==> src/rtl/alu_pkg.sv <==
// Shared ALU definitions: opcodes, mul/div sequencer state encoding, default width.
// Latency: n/a (constants and types only).
// Backpressure: n/a.
package alu_pkg;

  // Default datapath width for the ALU and the multi-cycle sequencer
  localparam int MULDIV_WIDTH = 32;

  // ALU opcodes; DIV and MUL are the multi-cycle ones handled by muldiv_seq_ctrl
  localparam logic [3:0] OP_ADD = 4'b0000;
  localparam logic [3:0] OP_SUB = 4'b0001;
  localparam logic [3:0] OP_DIV = 4'b0010;
  localparam logic [3:0] OP_MUL = 4'b0011;
  localparam logic [3:0] OP_AND = 4'b0100;
  localparam logic [3:0] OP_OR  = 4'b0101;
  localparam logic [3:0] OP_XOR = 4'b0110;
  localparam logic [3:0] OP_SLL = 4'b0111;
  localparam logic [3:0] OP_SRL = 4'b1000;
  localparam logic [3:0] OP_SRA = 4'b1001;
  localparam logic [3:0] OP_ROR = 4'b1010;
  localparam logic [3:0] OP_ROL = 4'b1011;

  // Iteration step mode select
  localparam logic MODE_MUL = 1'b0;
  localparam logic MODE_DIV = 1'b1;

  // Sequencer state encoding
  typedef enum logic [2:0] {
    S_IDLE   = 3'd0,
    S_MUL_IT = 3'd1,
    S_DIV_IT = 3'd2,
    S_FIX    = 3'd3,
    S_DONE   = 3'd4
  } state_t;

endpackage

==> src/rtl/muldiv_step.sv <==
// One combinational mul/div iteration: Booth add/sub + arithmetic shift, or restoring divide step.
// Latency: combinational, 0 cycles.
// Backpressure: none; the controller registers the result every iteration cycle.
module muldiv_step
  import alu_pkg::*;
#(
  parameter int WIDTH = MULDIV_WIDTH
) (
  input  logic               mode,        // MODE_MUL or MODE_DIV
  input  logic [2*WIDTH:0]   acc,         // MUL: {A[W:0], multiplier bits}; DIV: {R[W:0], Q}
  input  logic [WIDTH:0]     operand,     // MUL: sign-extended multiplicand; DIV: |divisor|
  input  logic [1:0]         booth_pair,  // {b[i], b[i-1]}
  output logic [2*WIDTH:0]   acc_nxt,
  output logic               q_bit        // DIV: new quotient bit; MUL: bit shifted out (next b[i-1])
);

  logic [WIDTH:0]   upper;
  logic [WIDTH:0]   sum;
  logic [2*WIDTH:0] shifted;
  logic [WIDTH+1:0] trial;

  // Upper half is one bit wider than WIDTH so partial sums with -2^(W-1) and remainders up to 2^W never overflow
  always_comb begin
    upper   = acc[2*WIDTH:WIDTH];
    sum     = upper;
    shifted = {acc[2*WIDTH-1:0], 1'b0};
    trial   = {1'b0, shifted[2*WIDTH:WIDTH]} - {1'b0, operand};
    acc_nxt = acc;
    q_bit   = 1'b0;
    if (mode == MODE_DIV) begin
      // Borrow out of the trial subtraction means the shifted remainder was smaller than |b|
      if (!trial[WIDTH+1]) begin
        acc_nxt = {trial[WIDTH:0], shifted[WIDTH-1:1], 1'b1};
        q_bit   = 1'b1;
      end else begin
        acc_nxt = shifted;
        q_bit   = 1'b0;
      end
    end else begin
      case (booth_pair)
        2'b10:   sum = upper - operand;
        2'b01:   sum = upper + operand;
        default: sum = upper;
      endcase
      acc_nxt = {sum[WIDTH], sum, acc[WIDTH-1:1]};
      q_bit   = acc[0];
    end
  end

endmodule

==> src/rtl/muldiv_seq_ctrl.sv <==
// Multi-cycle signed MUL (radix-2 Booth) / DIV (restoring) sequencer feeding the HI/LO pair.
// Latency: done WIDTH+2 cycles after start is accepted; divide-by-zero done the next cycle.
// Backpressure: start is only sampled in IDLE; starts while busy are dropped. Optional MULDIV_ILLEGAL_OP_EN flags illegal ops.
module muldiv_seq_ctrl
  import alu_pkg::*;
#(
  parameter int         WIDTH  = MULDIV_WIDTH,
  parameter logic [3:0] OP_DIV = alu_pkg::OP_DIV,
  parameter logic [3:0] OP_MUL = alu_pkg::OP_MUL
) (
  input  logic             clock,
  input  logic             clear_n,
  input  logic             start,
  input  logic [3:0]       op,
  input  logic [WIDTH-1:0] a,
  input  logic [WIDTH-1:0] b,
  output logic             busy,
  output logic             done,
  output logic [WIDTH-1:0] hi,
  output logic [WIDTH-1:0] lo,
  output logic             err
);

  localparam int CNT_W = $clog2(WIDTH + 1);

  state_t             state_q, state_d;
  logic [CNT_W-1:0]   cnt_q;
  logic [2*WIDTH:0]   acc_q;
  logic [WIDTH:0]     opnd_q;
  logic               prev_q;
  logic               is_div_q;
  logic               neg_quo_q;
  logic               neg_rem_q;
  logic [WIDTH-1:0]   hi_q, lo_q;
  logic               err_q;

  logic               b_zero;
  logic               mul_req, div_req, illegal_req;
  logic [WIDTH-1:0]   abs_a, abs_b;
  logic [2*WIDTH:0]   step_acc;
  logic               step_q;
  logic [WIDTH-1:0]   fix_hi, fix_lo;

  assign b_zero      = (b == '0);
  assign mul_req     = (state_q == S_IDLE) && start && (op == OP_MUL);
  assign div_req     = (state_q == S_IDLE) && start && (op == OP_DIV);
  assign illegal_req = (state_q == S_IDLE) && start && (op != OP_MUL) && (op != OP_DIV);
  // Magnitudes are unsigned, so -2^(W-1) maps cleanly to 2^(W-1)
  assign abs_a       = a[WIDTH-1] ? -a : a;
  assign abs_b       = b[WIDTH-1] ? -b : b;

  muldiv_step #(.WIDTH(WIDTH)) u_step (
    .mode       (is_div_q ? MODE_DIV : MODE_MUL),
    .acc        (acc_q),
    .operand    (opnd_q),
    .booth_pair ({acc_q[0], prev_q}),
    .acc_nxt    (step_acc),
    .q_bit      (step_q)
  );

  // Sign fix-up: quotient negative when operand signs differ, remainder follows the dividend
  always_comb begin
    fix_hi = acc_q[2*WIDTH-1:WIDTH];
    fix_lo = acc_q[WIDTH-1:0];
    if (is_div_q) begin
      if (neg_rem_q) fix_hi = -acc_q[2*WIDTH-1:WIDTH];
      if (neg_quo_q) fix_lo = -acc_q[WIDTH-1:0];
    end
  end

  // State register
  always_ff @(posedge clock or negedge clear_n) begin
    if (!clear_n) state_q <= S_IDLE;
    else          state_q <= state_d;
  end

  // Next-state logic: WIDTH iterations, one fix-up cycle, one done cycle
  always_comb begin
    state_d = state_q;
    case (state_q)
      S_IDLE: begin
        if (start) begin
          if (op == OP_MUL)      state_d = S_MUL_IT;
          else if (op == OP_DIV) state_d = b_zero ? S_DONE : S_DIV_IT;
`ifdef MULDIV_ILLEGAL_OP_EN
          else                   state_d = S_DONE;
`endif
        end
      end
      S_MUL_IT, S_DIV_IT: begin
        if (cnt_q == CNT_W'(WIDTH - 1)) state_d = S_FIX;
      end
      S_FIX:   state_d = S_DONE;
      S_DONE:  state_d = S_IDLE;
      default: state_d = S_IDLE;
    endcase
  end

  // Operand capture, iteration datapath and result registers
  always_ff @(posedge clock or negedge clear_n) begin
    if (!clear_n) begin
      cnt_q     <= '0;
      acc_q     <= '0;
      opnd_q    <= '0;
      prev_q    <= 1'b0;
      is_div_q  <= 1'b0;
      neg_quo_q <= 1'b0;
      neg_rem_q <= 1'b0;
      hi_q      <= '0;
      lo_q      <= '0;
      err_q     <= 1'b0;
    end else if (mul_req) begin
      acc_q    <= {{(WIDTH + 1){1'b0}}, b};
      opnd_q   <= {a[WIDTH-1], a};
      prev_q   <= 1'b0;
      is_div_q <= 1'b0;
      cnt_q    <= '0;
    end else if (div_req) begin
      acc_q     <= {{(WIDTH + 1){1'b0}}, abs_a};
      opnd_q    <= {1'b0, abs_b};
      prev_q    <= 1'b0;
      is_div_q  <= 1'b1;
      neg_quo_q <= a[WIDTH-1] ^ b[WIDTH-1];
      neg_rem_q <= a[WIDTH-1];
      cnt_q     <= '0;
      // Divide-by-zero skips the iterations and reports straight away
      if (b_zero) begin
        hi_q  <= a;
        lo_q  <= '1;
        err_q <= 1'b1;
      end
    end else if ((state_q == S_MUL_IT) || (state_q == S_DIV_IT)) begin
      acc_q  <= step_acc;
      prev_q <= step_q;
      cnt_q  <= cnt_q + CNT_W'(1);
    end else if (state_q == S_FIX) begin
      hi_q  <= fix_hi;
      lo_q  <= fix_lo;
      err_q <= 1'b0;
`ifdef MULDIV_ILLEGAL_OP_EN
    end else if (illegal_req) begin
      err_q <= 1'b1;
`endif
    end
  end

`ifndef MULDIV_ILLEGAL_OP_EN
  // Illegal opcodes are simply ignored in this build
  logic unused_illegal;
  assign unused_illegal = illegal_req;
`endif

  assign busy = (state_q != S_IDLE);
  assign done = (state_q == S_DONE);
  assign hi   = hi_q;
  assign lo   = lo_q;
  assign err  = err_q;

endmodule

==> config.mk <==
export PLATFORM = sky130hd
export DESIGN_NAME = muldiv_seq_ctrl
export DESIGN_NICKNAME = d
export VERILOG_FILES = /design/src/rtl/alu_pkg.sv /design/src/rtl/muldiv_step.sv /design/src/rtl/muldiv_seq_ctrl.sv
export SDC_FILE = /design/constraint.sdc
export NUM_CORES = 1
export LEC_CHECK = 0
export ABC_AREA = 1
export BUFFER_PORTS_ARGS = -buffer_cell sky130_fd_sc_hd__buf_2
export CAP_MARGIN = 20
export CORE_MARGIN = 2
export CORE_UTILIZATION = 55
export CTS_BUF_LIST = sky130_fd_sc_hd__clkbuf_4
export DETAILED_ROUTE_END_ITERATION = 7
export PLACE_DENSITY_LB_ADDON = 0.2
export SETUP_SLACK_MARGIN = 0.05
export SLEW_MARGIN = 5
export SYNTH_ARGS = -nofsm -noshare
export SYNTH_HDL_FRONTEND = slang
export SYNTH_HIERARCHICAL = 1
export SYNTH_SLANG_ARGS = --single-unit
==> constraint.sdc <==
create_clock -name clock -period 3.6 [get_ports clock]
set_input_delay 1.08 -clock clock [delete_from_list [all_inputs] [get_ports clock]]
set_output_delay 1.08 -clock clock [all_outputs]
set_load 0.01 [all_outputs]
==> results.md <==
- Outcome: finished clean
- Fraction of met2 tracks used by global routing: 73.77%
- Vertical extent of the die: 184.3 um
- Number of nets with antenna violations after routing: 0
- Final Hold Vio Count: 0
- Initial antenna violation count: 3
- Critical path class: flop to flop
- Number of enable-type register cells in the synthesized netlist: 0
- Total standard cell area after synthesis: 17,880 sq um
- Relative area change from synthesis to final layout: 15.24%
- First-pass GRT wire length: around 120 mm
- Setup repair after global routing missed its margin: yes
- Via count of the first global-routing pass: 20,880
- Most used DFF post-synth: sky130_fd_sc_hd__dfrtp_1
- F_max: 0.2826 GHz
- Count of unique library cells instantiated by Yosys: 53
- Detailed-route DRC error count: 0
- Required time of the critical path: 4180 ps
- Crit path launch type: flop
- Global route hottest layer: met2
- Reg2Reg Setup Slack: 60 ps
- Number of rows created at floorplan: 66
- R2R Path End: acc_q[64]
- Total placed cells including tap cells: 3,551
- Critical register-to-register path startpoint: opnd_q[1]
- Average instance area after synthesis: 6.016 sq um
- Synthesis-stage register bit count: about 180
- Post-DP HPWL: 64.98 mm
- Total gr overflow: 0
- Post-Synthesis Net Count: 3,118
- Final Cycle Share: 98.28%
- Hold Crit Class: primary input to async pin
- Reg clk slew, reported paths: 190 ps
- Post-Route WL: 82.69 mm
- Util after Layout: a little under two thirds
- Count of hold buffers inserted by post-cts repair: 0
- Cell count after synthesis: roughly 3,000
- Data arrival time at the worst-slack endpoint: 4110 ps
- Sequential fraction of the synthesis area: 24.63%
- Smallest hold slack: about 420 ps
- Number of cells on the worst reg-to-reg path: 24
- Total setup violations reported at the end of the flow: 0
- GR met1 Demand/Resource: 58.25%
- Die width: 184.3 um
- Global placer's final weighted congestion: 1.129
- Fin. max-slew vios: 0
- Number of levels the H-tree was split into: 4
- Library cell used as clock root buffer: sky130_fd_sc_hd__clkbuf_4
- CTS tree: yes
- Routed length per instance: 22.93 um
- Starting DRC count in detailed routing: 3,073
- Worst slew margin relative to its limit: 37.72%
- Clock latency on the worst-skew pair: 700 ps
- Fraction of layout cells with a size suffix above 1: between 15 and 20%
- Number of buffers inserted during clock tree synthesis: 17
- Number of search-and-repair iterations in the first detailed-routing pass: 8
- Vias: ~23,000
- Slew at the pin closest to its max-slew limit: around 930 ps
- Time the worst path needs with I/O delays and setup: around 3500 ps
- Via-per-instance ratio: roughly 6.2
- Placeable core region: 32,290 sq um
- Setup crit end kind: flop
- IO Pins: about 140
- Number of buffers between clock root and the deepest sink: 2
- Port Buffers: about 140
- Net count of the finished layout: approximately 3,300
- Max-cap violations: 0
- Largest net degree at the start of global routing: 74
- Starting density of the core: 55.37%
- Maximum fanout along the worst path: 4
- Async SR Flop Fraction: 100.0%
- Number of clock sinks: roughly 180
- Global-route track usage on met3: 11.30%
- YS warnings: 6
- Clock skew after layout: between 30 and 40 ps
- Overall die area: 33,970 sq um
- Post-route insts no fill: about 3,600
- GRT Total Usage: between 40 and 50%
## metrics by stage
stage / TNS (ps) / instance area (sq um) / worst slack (ps)
finish: 0 / 20600 / 62.01
global route: -705.3 / 20600 / -118.0
global placement: -22.70 / 19460 / -16.98
detailed placement: -237.2 / 19460 / -109.2
CTS: 0 / 19850 / 50.91
floorplan: 0 / 17880 / 457.5
## Yosys cell counts (5+ instances only)
library cell               instances  area [sq um]
sky130_fd_sc_hd__a21o_1            5         37.54
sky130_fd_sc_hd__a21oi_1         157         785.8
sky130_fd_sc_hd__a22oi_1          33         247.7
sky130_fd_sc_hd__and2_1            5         31.28
sky130_fd_sc_hd__buf_1             7         26.28
sky130_fd_sc_hd__buf_2            33         165.2
sky130_fd_sc_hd__buf_6             8         90.09
sky130_fd_sc_hd__clkbuf_1         50         187.7
sky130_fd_sc_hd__dfrtp_1         176          4404
sky130_fd_sc_hd__ha_1             73         913.4
sky130_fd_sc_hd__inv_1           304          1141
sky130_fd_sc_hd__inv_2            18         67.56
sky130_fd_sc_hd__nand2_1         893          3352
sky130_fd_sc_hd__nand2_2           9         56.30
sky130_fd_sc_hd__nand3_1         267          1336
sky130_fd_sc_hd__nand3b_1          9         67.56
sky130_fd_sc_hd__nand4_1          61         381.6
sky130_fd_sc_hd__nor2_1          353          1325
sky130_fd_sc_hd__nor2_2           14         87.58
sky130_fd_sc_hd__nor3_1           32         160.2
sky130_fd_sc_hd__o211ai_1         22         165.2
sky130_fd_sc_hd__o21a_1           11         82.58
sky130_fd_sc_hd__o21ai_0         195         975.9
sky130_fd_sc_hd__o21ai_1          59         295.3
sky130_fd_sc_hd__o21bai_1          7         52.55
sky130_fd_sc_hd__o221ai_1          5         43.79
sky130_fd_sc_hd__o22ai_1           7         43.79
sky130_fd_sc_hd__o31ai_1           8         60.06
sky130_fd_sc_hd__or2_2             7         43.79
sky130_fd_sc_hd__xnor2_1          25         219.0
sky130_fd_sc_hd__xor2_1           69         604.3
## layout by cell type (no fill, tap or decap), types with 6 or more instances in the layout
cell	count
sky130_fd_sc_hd__dfrtp_1	171
sky130_fd_sc_hd__nand2_2	45
sky130_fd_sc_hd__clkbuf_4	18
sky130_fd_sc_hd__buf_4	116
sky130_fd_sc_hd__o21ai_0	179
sky130_fd_sc_hd__nor2_4	13
sky130_fd_sc_hd__a21oi_1	136
sky130_fd_sc_hd__o211ai_1	22
sky130_fd_sc_hd__xnor2_1	25
sky130_fd_sc_hd__xor2_1	60
sky130_fd_sc_hd__ha_4	8
sky130_fd_sc_hd__nand3b_1	9
sky130_fd_sc_hd__nand3_1	259
sky130_fd_sc_hd__buf_2	136
sky130_fd_sc_hd__nor3_1	29
sky130_fd_sc_hd__o22ai_1	7
sky130_fd_sc_hd__o31ai_1	6
sky130_fd_sc_hd__a21oi_2	24
sky130_fd_sc_hd__a22oi_1	33
sky130_fd_sc_hd__nand2_4	8
sky130_fd_sc_hd__nand4_1	61
sky130_fd_sc_hd__o21bai_1	7
sky130_fd_sc_hd__inv_2	25
sky130_fd_sc_hd__o21ai_2	6
sky130_fd_sc_hd__o21ai_1	70
sky130_fd_sc_hd__nor2_1	334
sky130_fd_sc_hd__ha_1	61
sky130_fd_sc_hd__nand2_1	850
sky130_fd_sc_hd__inv_1	297
sky130_fd_sc_hd__or2_2	7
sky130_fd_sc_hd__o21a_1	11
sky130_fd_sc_hd__nand3_2	8
sky130_fd_sc_hd__nor2_2	24
## worst max-delay path by stage
| stage | startpoint | endpoint | cells past startpoint |
|---|---|---|---|
| floorplan | opnd_q[1] | acc_q[64] | 26 |
| global placement | opnd_q[0] | acc_q[62] | 22 |
| detailed placement | opnd_q[1] | acc_q[62] | 22 |
| CTS | opnd_q[1] | acc_q[51] | 20 |
| global route | opnd_q[1] | acc_q[64] | 27 |
| finish | opnd_q[1] | acc_q[64] | 24 |
## critical path, cell delays in order (launching register included)
cell	delay (ps)
sky130_fd_sc_hd__dfrtp_1	430
sky130_fd_sc_hd__inv_2	90
sky130_fd_sc_hd__nand3_2	90
sky130_fd_sc_hd__nor2_2	150
sky130_fd_sc_hd__nand2_1	80
sky130_fd_sc_hd__nor2_2	180
sky130_fd_sc_hd__nand2_1	110
sky130_fd_sc_hd__nor2_2	180
sky130_fd_sc_hd__nand3_2	130
sky130_fd_sc_hd__nand2_4	180
sky130_fd_sc_hd__nand2_4	90
sky130_fd_sc_hd__xor2_4	180
sky130_fd_sc_hd__ha_4	320
sky130_fd_sc_hd__nand2_2	100
sky130_fd_sc_hd__nor2_4	160
sky130_fd_sc_hd__nand2_2	90
sky130_fd_sc_hd__nor2_4	130
sky130_fd_sc_hd__nand2_1	70
sky130_fd_sc_hd__nand2_1	60
sky130_fd_sc_hd__nand2_1	70
sky130_fd_sc_hd__nand3_1	100
sky130_fd_sc_hd__nand2_1	100
sky130_fd_sc_hd__nand3_2	80
sky130_fd_sc_hd__nand2_1	60
sky130_fd_sc_hd__a22o_1	190
## timing repair
item / 4_1_cts / 5_1_grt
setup buffers: 6 / 14
gates resized for setup: 10 / 167
setup endpoints to repair: 12 / 21
pin swaps: 4 / 59
## logic make-up (layout without fill, tap and decap cells)
logic type,count (synthesis),after routing,synth area share [%]
flops,176,176,24.63
compound gates,528,528,16.47
xor+xnor,94,94,4.605
other cells,0,3,0
fa+ha+maj,75,75,5.332
buf+inv,426,615,9.587
simple gates,1673,1673,39.37
## sequential cells by signal, summed over array words and instances (netlist names)
name and count:
opnd_q 33, prev_q 1, acc_q 65, hi 32, is_div_q 1, state_q 3, neg_quo_q 1, cnt_q 6
lo 32, err 1, neg_rem_q 1
## cell type report
| type | instances | area, sq um |
|---|---|---|
| Sequential cell | 176 | 4410 |
| Clock buffer | 18 | 135.1 |
| Antenna cell | 3 | 7.507 |
| Fill cell | 3084 | 11680 |
| Tap cell | 442 | 553.0 |
| Multi-Input combinational cell | 2370 | 12440 |
| Timing Repair Buffer | 258 | 1665 |
| Clock inverter | 14 | 173.9 |
| Inverter | 325 | 1222 |
## per-layer routing
metal / vias to the layer above / wire (um)
met1: 10340 / 29620
met4: 0 / 7953
met5: - / 0
li1: 10110 / -
met3: 428 / 9819
met2: 1650 / 35300
Power is left out: the tool's default activity adds up to more than one toggle a clock period on the data nets, which glitch-free logic cannot reach.
